<file path="config.mk">
export PLATFORM = sky130hd
export DESIGN_NAME = serial_adder_ctrl
export DESIGN_NICKNAME = d
export VERILOG_FILES = /design/src/rtl/serial_adder_pkg.sv /design/src/rtl/full_adder.sv /design/src/rtl/serial_adder_ctrl.sv
export SDC_FILE = /design/constraint.sdc
export NUM_CORES = 1
export LEC_CHECK = 0
export CAP_MARGIN = 20
export CORE_MARGIN = 2
export CORE_UTILIZATION = 40
export DETAILED_ROUTE_END_ITERATION = 10
export PLACE_DENSITY_LB_ADDON = 0.3
export SLEW_MARGIN = 20
export SYNTH_ARGS = -nofsm -noshare
export SYNTH_HDL_FRONTEND = slang
export SYNTH_SLANG_ARGS = --single-unit
</file>
<file path="constraint.sdc">
create_clock -name clk_i -period 1.5 [get_ports clk_i]
set_clock_uncertainty 0.1 [all_clocks]
set_input_delay 0.15 -clock clk_i [delete_from_list [all_inputs] [get_ports clk_i]]
set_output_delay 0.15 -clock clk_i [all_outputs]
set_load 0.01 [all_outputs]
</file>
<file path="src/rtl/serial_adder_pkg.sv">
// Shared types and helpers for the bit-serial adder controller.
package serial_adder_pkg;

  typedef enum logic [1:0] {
    IDLE = 2'd0,
    RUN  = 2'd1,
    DONE = 2'd2
  } state_t;

  // Width of the bit-slice counter for a given operand width (at least 1 bit).
  function automatic int cnt_w(input int width);
    return (width <= 2) ? 1 : $clog2(width);
  endfunction

endpackage

</file>
<file path="src/rtl/full_adder.sv">
// Combinational 1-bit full adder, used as the shared bit-slice datapath.
module full_adder (
  input  logic a_i,
  input  logic b_i,
  input  logic cin_i,
  output logic sum_o,
  output logic cout_o
);

  assign sum_o  = a_i ^ b_i ^ cin_i;
  assign cout_o = (a_i & b_i) | (cin_i & (a_i ^ b_i));

endmodule

</file>
<file path="src/rtl/serial_adder_ctrl.sv">
// Bit-serial add controller: one full_adder time-shared over WIDTH bit
// slices, LSB first. Operands come in over a valid/ready handshake and the
// sum plus carry-out leave over a second valid/ready handshake.
// Optional macro SERIAL_ADDER_OVF_EN adds ovf_o (signed two's-complement
// overflow of the last result).
//
// Handshakes: a transfer happens on a rising edge where valid and ready are
// both high. in_ready_o is high only in IDLE; out_valid_o is high only in
// DONE and stays high until out_ready_i is seen; the producer must hold its
// data stable while valid is high and not yet accepted.
module serial_adder_ctrl
  import serial_adder_pkg::*;
#(
  parameter int WIDTH = 8
) (
  input  logic             clk_i,
  input  logic             rst_i,
  input  logic             in_valid_i,
  output logic             in_ready_o,
  input  logic [WIDTH-1:0] a_i,
  input  logic [WIDTH-1:0] b_i,
  input  logic             cin_i,
  output logic             out_valid_o,
  input  logic             out_ready_i,
  output logic [WIDTH-1:0] sum_o,
  output logic             cout_o,
  output logic             busy_o
`ifdef SERIAL_ADDER_OVF_EN
  ,
  output logic             ovf_o
`endif
);

  localparam int CW = cnt_w(WIDTH);
  localparam logic [CW-1:0] LAST = CW'(WIDTH - 1);

  state_t           state_q, state_d;
  logic [CW-1:0]    cnt_q, cnt_d;
  logic             carry_q, carry_d;
  // a_sh doubles as the sum shift register: each RUN edge consumes bit 0
  // of A and inserts the new sum bit at the MSB, so after WIDTH edges it
  // holds the complete sum.
  logic [WIDTH-1:0] a_sh_q, a_sh_d;
  logic [WIDTH-1:0] b_sh_q, b_sh_d;
  logic [WIDTH-1:0] sum_q, sum_d;
  logic             cout_q, cout_d;
`ifdef SERIAL_ADDER_OVF_EN
  logic             ovf_q, ovf_d;
`endif

  logic             fa_sum;
  logic             fa_cout;
  logic [WIDTH-1:0] a_shifted;

  full_adder u_fa (
    .a_i   (a_sh_q[0]),
    .b_i   (b_sh_q[0]),
    .cin_i (carry_q),
    .sum_o (fa_sum),
    .cout_o(fa_cout)
  );

  // New sum bit enters at the MSB while A shifts out at the LSB.
  if (WIDTH == 1) begin : g_shift_w1
    assign a_shifted = fa_sum;
  end else begin : g_shift_wn
    assign a_shifted = {fa_sum, a_sh_q[WIDTH-1:1]};
  end

  // State and datapath registers.
  always_ff @(posedge clk_i or posedge rst_i) begin
    if (rst_i) begin
      state_q <= IDLE;
      cnt_q   <= '0;
      carry_q <= 1'b0;
      a_sh_q  <= '0;
      b_sh_q  <= '0;
      sum_q   <= '0;
      cout_q  <= 1'b0;
`ifdef SERIAL_ADDER_OVF_EN
      ovf_q   <= 1'b0;
`endif
    end else begin
      state_q <= state_d;
      cnt_q   <= cnt_d;
      carry_q <= carry_d;
      a_sh_q  <= a_sh_d;
      b_sh_q  <= b_sh_d;
      sum_q   <= sum_d;
      cout_q  <= cout_d;
`ifdef SERIAL_ADDER_OVF_EN
      ovf_q   <= ovf_d;
`endif
    end
  end

  // Next-state and datapath sequencing: capture, shift per bit, publish.
  always_comb begin
    state_d = state_q;
    cnt_d   = cnt_q;
    carry_d = carry_q;
    a_sh_d  = a_sh_q;
    b_sh_d  = b_sh_q;
    sum_d   = sum_q;
    cout_d  = cout_q;
`ifdef SERIAL_ADDER_OVF_EN
    ovf_d   = ovf_q;
`endif
    case (state_q)
      IDLE: begin
        if (in_valid_i) begin
          a_sh_d  = a_i;
          b_sh_d  = b_i;
          carry_d = cin_i;
          cnt_d   = '0;
          state_d = RUN;
        end
      end
      RUN: begin
        a_sh_d  = a_shifted;
        b_sh_d  = b_sh_q >> 1;
        carry_d = fa_cout;
        cnt_d   = cnt_q + 1'b1;
        if (cnt_q == LAST) begin
          state_d = DONE;
          sum_d   = a_shifted;
          cout_d  = fa_cout;
`ifdef SERIAL_ADDER_OVF_EN
          // carry_q is the carry into the MSB on this final slice.
          ovf_d   = carry_q ^ fa_cout;
`endif
        end
      end
      DONE: begin
        if (out_ready_i) begin
          state_d = IDLE;
        end
      end
      default: begin
        state_d = IDLE;
      end
    endcase
  end

  assign in_ready_o  = (state_q == IDLE);
  assign busy_o      = (state_q == RUN);
  assign out_valid_o = (state_q == DONE);
  assign sum_o       = sum_q;
  assign cout_o      = cout_q;
`ifdef SERIAL_ADDER_OVF_EN
  assign ovf_o       = ovf_q;
`endif

endmodule

</file>
==> Yosys cells after proc, flatten, opt, wreduce, memory -nomap -nowiden <==
Index checks and enable logic that the tools add are counted.
{ "totals": {"reg_bits": 31, "latch_bits": 0, "ram_bits": 0, "mem_bits_ro": 0, "input_bits": 21, "out_inout_bits": 12, "word_cells": 36, "mem_count": 0} }
{ "classes": {"add_sub_neg": 1, "mul": 0, "div": 0, "magnitude_cmp": 0, "n_eq_ne": 6, "shifts": 0, "mux": 12, "bitwise": 5, "reduce_logical": 5} }
{ "ops": {"columns": ["operator", "n"], "rows": [
  ["$pmux W8 S2", 2],
  ["$mux W8", 2],
  ["$mux W2", 3],
  ["$pmux W2 S3", 1],
  ["$pmux W3 S2", 1],
  ["$ne A2 B1 Y1 const B", 2],
  ["$reduce_and A2 Y1", 2],
  ["$add A3 B1 Y3 const B", 1],
  ["$eq A3 B3 Y1 const B", 1],
  ["$mux W3", 1],
  ["$reduce_and A3 Y1", 1],
  ["$and A1 B1 Y1", 2],
  ["$eq A2 B1 Y1 const B", 1],
  ["$eq A2 B2 Y1 const B", 1],
  ["$logic_not A2 Y1", 1],
  ["$ne A2 B2 Y1 const B", 1],
  ["$pmux W1 S2", 1],
  ["$reduce_bool A2 Y1", 1],
  ["$xor A1 B1 Y1", 2],
  ["$mux W1", 1],
  ["$or A1 B1 Y1", 1]
]} }

==> Depth between registers and ports, before layout <==
{ "depth": {"word_depth": 4, "mapped_depth": 6, "mapped_depth_nobuf": 5} }

==> Modules after synthesis <==
Synthesis repeated with hierarchy kept, for this count alone.
{ "hier_totals": {"hier_cells": 136, "hier_area_um2": 1602.8} }
{ "modules_own_cells": {"columns": ["mod", "instances", "cells_each", "area_each_um2", "seq_area_each_um2"], "rows": [
  ["serial_adder_ctrl", 1, 135, 1582.8, 775.7],
  ["full_adder", 1, 1, 20.0, 0.0]
]} }

==> Worst setup path after synthesis <==
OpenSTA, ideal clock, no wires.
{ "synth_path": {"kind": "register to register", "startpoint": "register cnt_q[0]", "endpoint": "register cout_q, in the netlist cout_o", "setup_time_ns": 0.125, "arrival_time_ns": 1.224, "required_time_ns": 1.275, "path_slack_ns": 0.051, "path_stages_with_launch": 5, "path_buffers": 0, "period_less_slack_ns": 1.449, "cell_sequence": "dfrtp_1 -> ha_1 -> ha_1 -> nand2_8 -> mux2_4"} }
{ "synth_between": {"elab_chain_len": 2} }
{ "synth_lines": {"columns": ["element", "line", "source"], "rows": [
  ["start, declared", "serial_adder_ctrl.sv:38", "logic [CW-1:0] cnt_q, cnt_d;"],
  ["start signal, assigned", "serial_adder_ctrl.sv:85", "cnt_q <= cnt_d;"],
  ["$eq A3 B3 Y1", "serial_adder_ctrl.sv:124", "if (cnt_q == LAST) begin"],
  ["$reduce_and A2 Y1 (no line)", null, null],
  ["end signal, assigned", "serial_adder_ctrl.sv:90", "cout_q <= cout_d;"],
  ["end, declared", "serial_adder_ctrl.sv:46", "logic cout_q, cout_d;"]
]} }
No other way between the ends.
A chain may end at the register's enable or synchronous reset.

==> Worst setup path in the final report <==
{ "layout_path": {"startpoint": "register state_q[1]", "endpoint": "output port busy_o"} }
{ "layout_between": {"elab_chain_len": 1} }
{ "layout_lines": {"columns": ["element", "line", "source"], "rows": [
  ["start, declared", "serial_adder_ctrl.sv:37", "state_t state_q, state_d;"],
  ["start signal, assigned", "serial_adder_ctrl.sv:84", "state_q <= state_d;"],
  ["$eq A2 B1 Y1", "serial_adder_ctrl.sv:146", "assign busy_o = (state_q == RUN);"],
  ["end, declared", "serial_adder_ctrl.sv:27", "output logic busy_o"]
]} }
No other way between the ends.

==> impl_metrics.xml <==
<?xml version="1.0" encoding="UTF-8"?>
<metrics>
  <group name="status">
    <metric name="run_status" unit="">finished clean</metric>
  </group>
  <group name="power_and_ir_drop">
    <metric name="comb_power_share" unit="%">45.5</metric>
    <metric name="p_sw" unit="mW">1.425</metric>
    <metric name="power.leakage" unit="nW">0.8369</metric>
    <metric name="power_density" unit="nW/um2">1990</metric>
    <metric name="internal_power" unit="mW">2.560</metric>
    <metric name="seq_power_share" unit="%">39.1</metric>
    <metric name="netSwitchingFraction" unit="%">35.76</metric>
    <metric name="clock_power_share" unit="%">15.4</metric>
    <metric name="max-vdd-ir-drop" unit="mV">0.7046</metric>
  </group>
  <group name="run">
    <metric name="cap_violations" unit="">0</metric>
  </group>
  <group name="finish">
    <metric name="antenna_cells" unit="">0</metric>
    <metric name="layoutNonFillerInstCount" unit="">230</metric>
    <metric name="final_core_utilization" unit="%">55.13</metric>
    <metric name="layout-area-overhead-vs-synth" unit="%">32.97</metric>
    <metric name="design.final.nets" unit="">205</metric>
    <metric name="drive_above_1_share" unit="%">20.88</metric>
  </group>
  <group name="cts">
    <metric name="cts_tree" unit="">done</metric>
    <metric name="cts.hold.buffers_added" unit="">0</metric>
    <metric name="cts.htree.levels" unit="">2</metric>
    <metric name="cts_num_sinks" unit="">31</metric>
    <metric name="clkLatencyLatePin" unit="ns">0.28</metric>
    <metric name="cts.path.max_buffers" unit="">2</metric>
    <metric name="clk_root_buffer_cell" unit="">sky130_fd_sc_hd__clkbuf_8</metric>
    <metric name="worst_setup_hold_path_clk_slew" unit="ns">0.06</metric>
    <metric name="numCtsBuffers" unit="">5</metric>
  </group>
  <group name="die">
    <metric name="boundaryPins" unit="">33</metric>
    <metric name="die_y" unit="um">65.37</metric>
    <metric name="die_area" unit="um2">4273</metric>
    <metric name="die-width" unit="um">65.37</metric>
    <metric name="starting_density_of_the_core" unit="%">41.46</metric>
    <metric name="fp.coreArea" unit="um2">3633</metric>
    <metric name="core.rowCount" unit="">22</metric>
  </group>
  <group name="sta">
    <metric name="timing.hold.ws" unit="ns">0.1568</metric>
    <metric name="timing.final.ws_setup" unit="ns">0.04383</metric>
    <metric name="worst-slew-pin-transition" unit="ns">0.3924</metric>
    <metric name="setup_viol_count_final" unit="">0</metric>
    <metric name="hold_violations" unit="">0</metric>
    <metric name="fmax" unit="MHz">686.7</metric>
    <metric name="max_slew_margin" unit="%">73.84</metric>
    <metric name="rsz0062_at_grt" unit="">no</metric>
    <metric name="maxSlewViolCount" unit="">0</metric>
    <metric name="fin_crit" unit="ns">1.456</metric>
    <metric name="period_share" unit="%">97.08</metric>
  </group>
  <group name="detailed_routing">
    <metric name="first_iter_violations" unit="">78</metric>
    <metric name="vias_per_cell" unit="">5.439</metric>
    <metric name="detailed_route_via_count" unit="">1251</metric>
    <metric name="routed_wirelength_normalized_by_instance_count" unit="um">14.76</metric>
    <metric name="ant_nets" unit="">0</metric>
    <metric name="drc" unit="">0</metric>
    <metric name="routed_wl" unit="um">3395</metric>
    <metric name="drt-pass1-iter-count" unit="">4</metric>
  </group>
  <group name="worst_setup_path">
    <metric name="worst_setup_path_start_kind" unit="">flip-flop</metric>
    <metric name="required" unit="ns">1.25</metric>
    <metric name="endpoint_kind" unit="">output pin</metric>
    <metric name="setup.worst_path.class" unit="">reg2out</metric>
    <metric name="cp_data_arrival_time" unit="ns">1.21</metric>
    <metric name="critical_path_peak_fanout" unit="">6</metric>
  </group>
  <group name="synth">
    <metric name="synth.avg_cell_area" unit="um2">10.84</metric>
    <metric name="synth_area" unit="um2">1506</metric>
    <metric name="synth_adder_area_share" unit="%">2.990</metric>
    <metric name="synth.mux.area_fraction" unit="%">9.635</metric>
    <metric name="synth_xor_area_share" unit="%">0</metric>
    <metric name="ys_warn_count" unit="">0</metric>
    <metric name="synth_seq_area_share" unit="%">51.50</metric>
    <metric name="post_synthesis_cells" unit="">139</metric>
    <metric name="synth_top_family_by_area" unit="">simple AND/OR/NAND/NOR gates</metric>
    <metric name="synth_cell_types" unit="">25</metric>
    <metric name="synth_simple_gate_area_share" unit="%">20.10</metric>
    <metric name="synth_compound_area_share" unit="%">10.05</metric>
    <metric name="ys_seq_elements" unit="">31</metric>
    <metric name="synth_nets" unit="">163</metric>
  </group>
  <group name="grt">
    <metric name="antenna_found_initial" unit="">0</metric>
    <metric name="grt_pass1_wl" unit="um">5589</metric>
    <metric name="globalRouteTotalUtil" unit="%">17.42</metric>
    <metric name="grt_start_max_net_pins" unit="">32</metric>
    <metric name="first_global_vias" unit="">1264</metric>
    <metric name="grt_overflow_total" unit="">0</metric>
  </group>
  <group name="placement">
    <metric name="detailedPlacementHpwl" unit="um">2305</metric>
    <metric name="gpl.final_weighted_congestion" unit="">0.7953</metric>
    <metric name="placement.io_buffers" unit="">32</metric>
    <metric name="dp_worst_setup_slack" unit="ns">-0.01996</metric>
    <metric name="post-place-cells" unit="">219</metric>
  </group>
  <group name="worst_hold_path">
    <metric name="min_path_type" unit="">in2async</metric>
  </group>
</metrics>
-- final timing paths --
check                           slack [ns]  depth (start not counted)          to  startpoint
worst max register to register        0.05                          4    sum_o[2]    cnt_q[0]
min in group clk_i                    0.33                          3   b_sh_q[7]      b_i[7]
max in group asynchronous             0.83                          3  state_q[1]       rst_i
worst min-delay path                  0.16                          3    sum_o[6]       rst_i
worst max-delay path                  0.04                          4      busy_o  state_q[1]
worst min register to register        0.41                          1    sum_o[4]    sum_o[4]
-- synthesized netlist by cell type (all sizes together) --
master	number	area share (%)
a21oi	1	0.33
a22o	2	1.2
a22oi	1	0.50
buf	10	4.2
clkbuf	1	0.25
clkinv	2	0.83
dfrtp	31	51
fa	1	1.3
ha	2	1.7
inv	2	0.50
mux2	9	9.0
mux2i	1	0.66
nand2	3	1.8
nand2b	2	1.3
nand3	1	0.33
nor2	4	1.0
nor3	45	15
nor4bb	1	0.66
o21ai	4	1.3
o22ai	15	6.2
o31ai	1	0.50
-- flip-flops by register name, indices dropped and copies added, names as in the netlist --
name / cells
a_sh_q: 8
b_sh_q: 8
sum_o: 8
carry_q: 1
cnt_q: 3
state_q: 2
cout_o: 1
-- what timing repair did --
item | 4_1_cts | 5_1_grt
resized for setup | 12 | 1
setup buffers | 2 | 1
endpoints found under the setup margin | 12 | 9
pin swaps | 1 | 1
-- layer usage --
metal	vias up	GRT usage, %	wire (um)
li1	593	-	-
met4	0	7.031	71
met1	611	20.40	1515
met5	-	0	0
met3	8	6.336	212
met2	39	28.95	1597
-- cells by family (layout without fill, tap and decap cells) --
logic type,after synthesis,after routing
AO/OA/AOI/OAI,24,24
adder cells (fa/ha/maj),3,3
buffers and inverters,15,58
flip-flops,31,31
multiplexers,10,10
AND/OR/NAND/NOR,56,56
-- cells in the final DEF (no fill, tap or decap), types with 2 or more instances in the layout --
master                             n
sky130_fd_sc_hd__clkdlybuf4s50_1  29
sky130_fd_sc_hd__buf_2             2
sky130_fd_sc_hd__dfrtp_2           2
sky130_fd_sc_hd__nand2_1           2
sky130_fd_sc_hd__nor2_1            3
sky130_fd_sc_hd__clkbuf_1          2
sky130_fd_sc_hd__clkbuf_8          5
sky130_fd_sc_hd__dfrtp_1          29
sky130_fd_sc_hd__inv_1             2
sky130_fd_sc_hd__buf_4            14
sky130_fd_sc_hd__a22o_1            2
sky130_fd_sc_hd__o22ai_1          15
sky130_fd_sc_hd__o21ai_0           4
sky130_fd_sc_hd__mux2_4            9
sky130_fd_sc_hd__nor3_1           45
-- power groups by stage --
stage	clock network, mW	registers, mW	logic [mW]
floorplan	0	1.56	1.14
detailed placement	0	1.59	1.78
CTS	0.638	1.56	1.83
finish	0.613	1.56	1.81
global route	0.684	1.61	1.97
global placement	0	1.57	1.71
-- through the flow --
step	power (mW)	instance area [um2]	TNS (ns)
2_1_floorplan	2.697	1506	0
5_1_grt	4.270	2003	0
4_1_cts	4.031	2002	0
3_5_place_dp	3.370	1903	-0.1231
3_3_place_gp	3.279	1903	0
6_report	3.985	2003	0
-- final cells by class --
| type | count | area [um2] |
|---|---|---|
| inverter | 4 | 20.02 |
| timing repair buffer | 46 | 414.1 |
| multi-input combinational | 93 | 649.4 |
| fill | 341 | 1630 |
| tap | 48 | 60.06 |
| clock inverter | 1 | 5.005 |
| sequential | 31 | 778.2 |
| clock buffer | 7 | 76.32 |
-- critical path, stage by stage (launching register included) --
cell,delay [ns]
sky130_fd_sc_hd__dfrtp_2,0.41
sky130_fd_sc_hd__buf_4,0.16
sky130_fd_sc_hd__nand2b_4,0.15
sky130_fd_sc_hd__clkinv_4,0.08
sky130_fd_sc_hd__buf_2,0.13
Power figures use the tool's default switching activity.
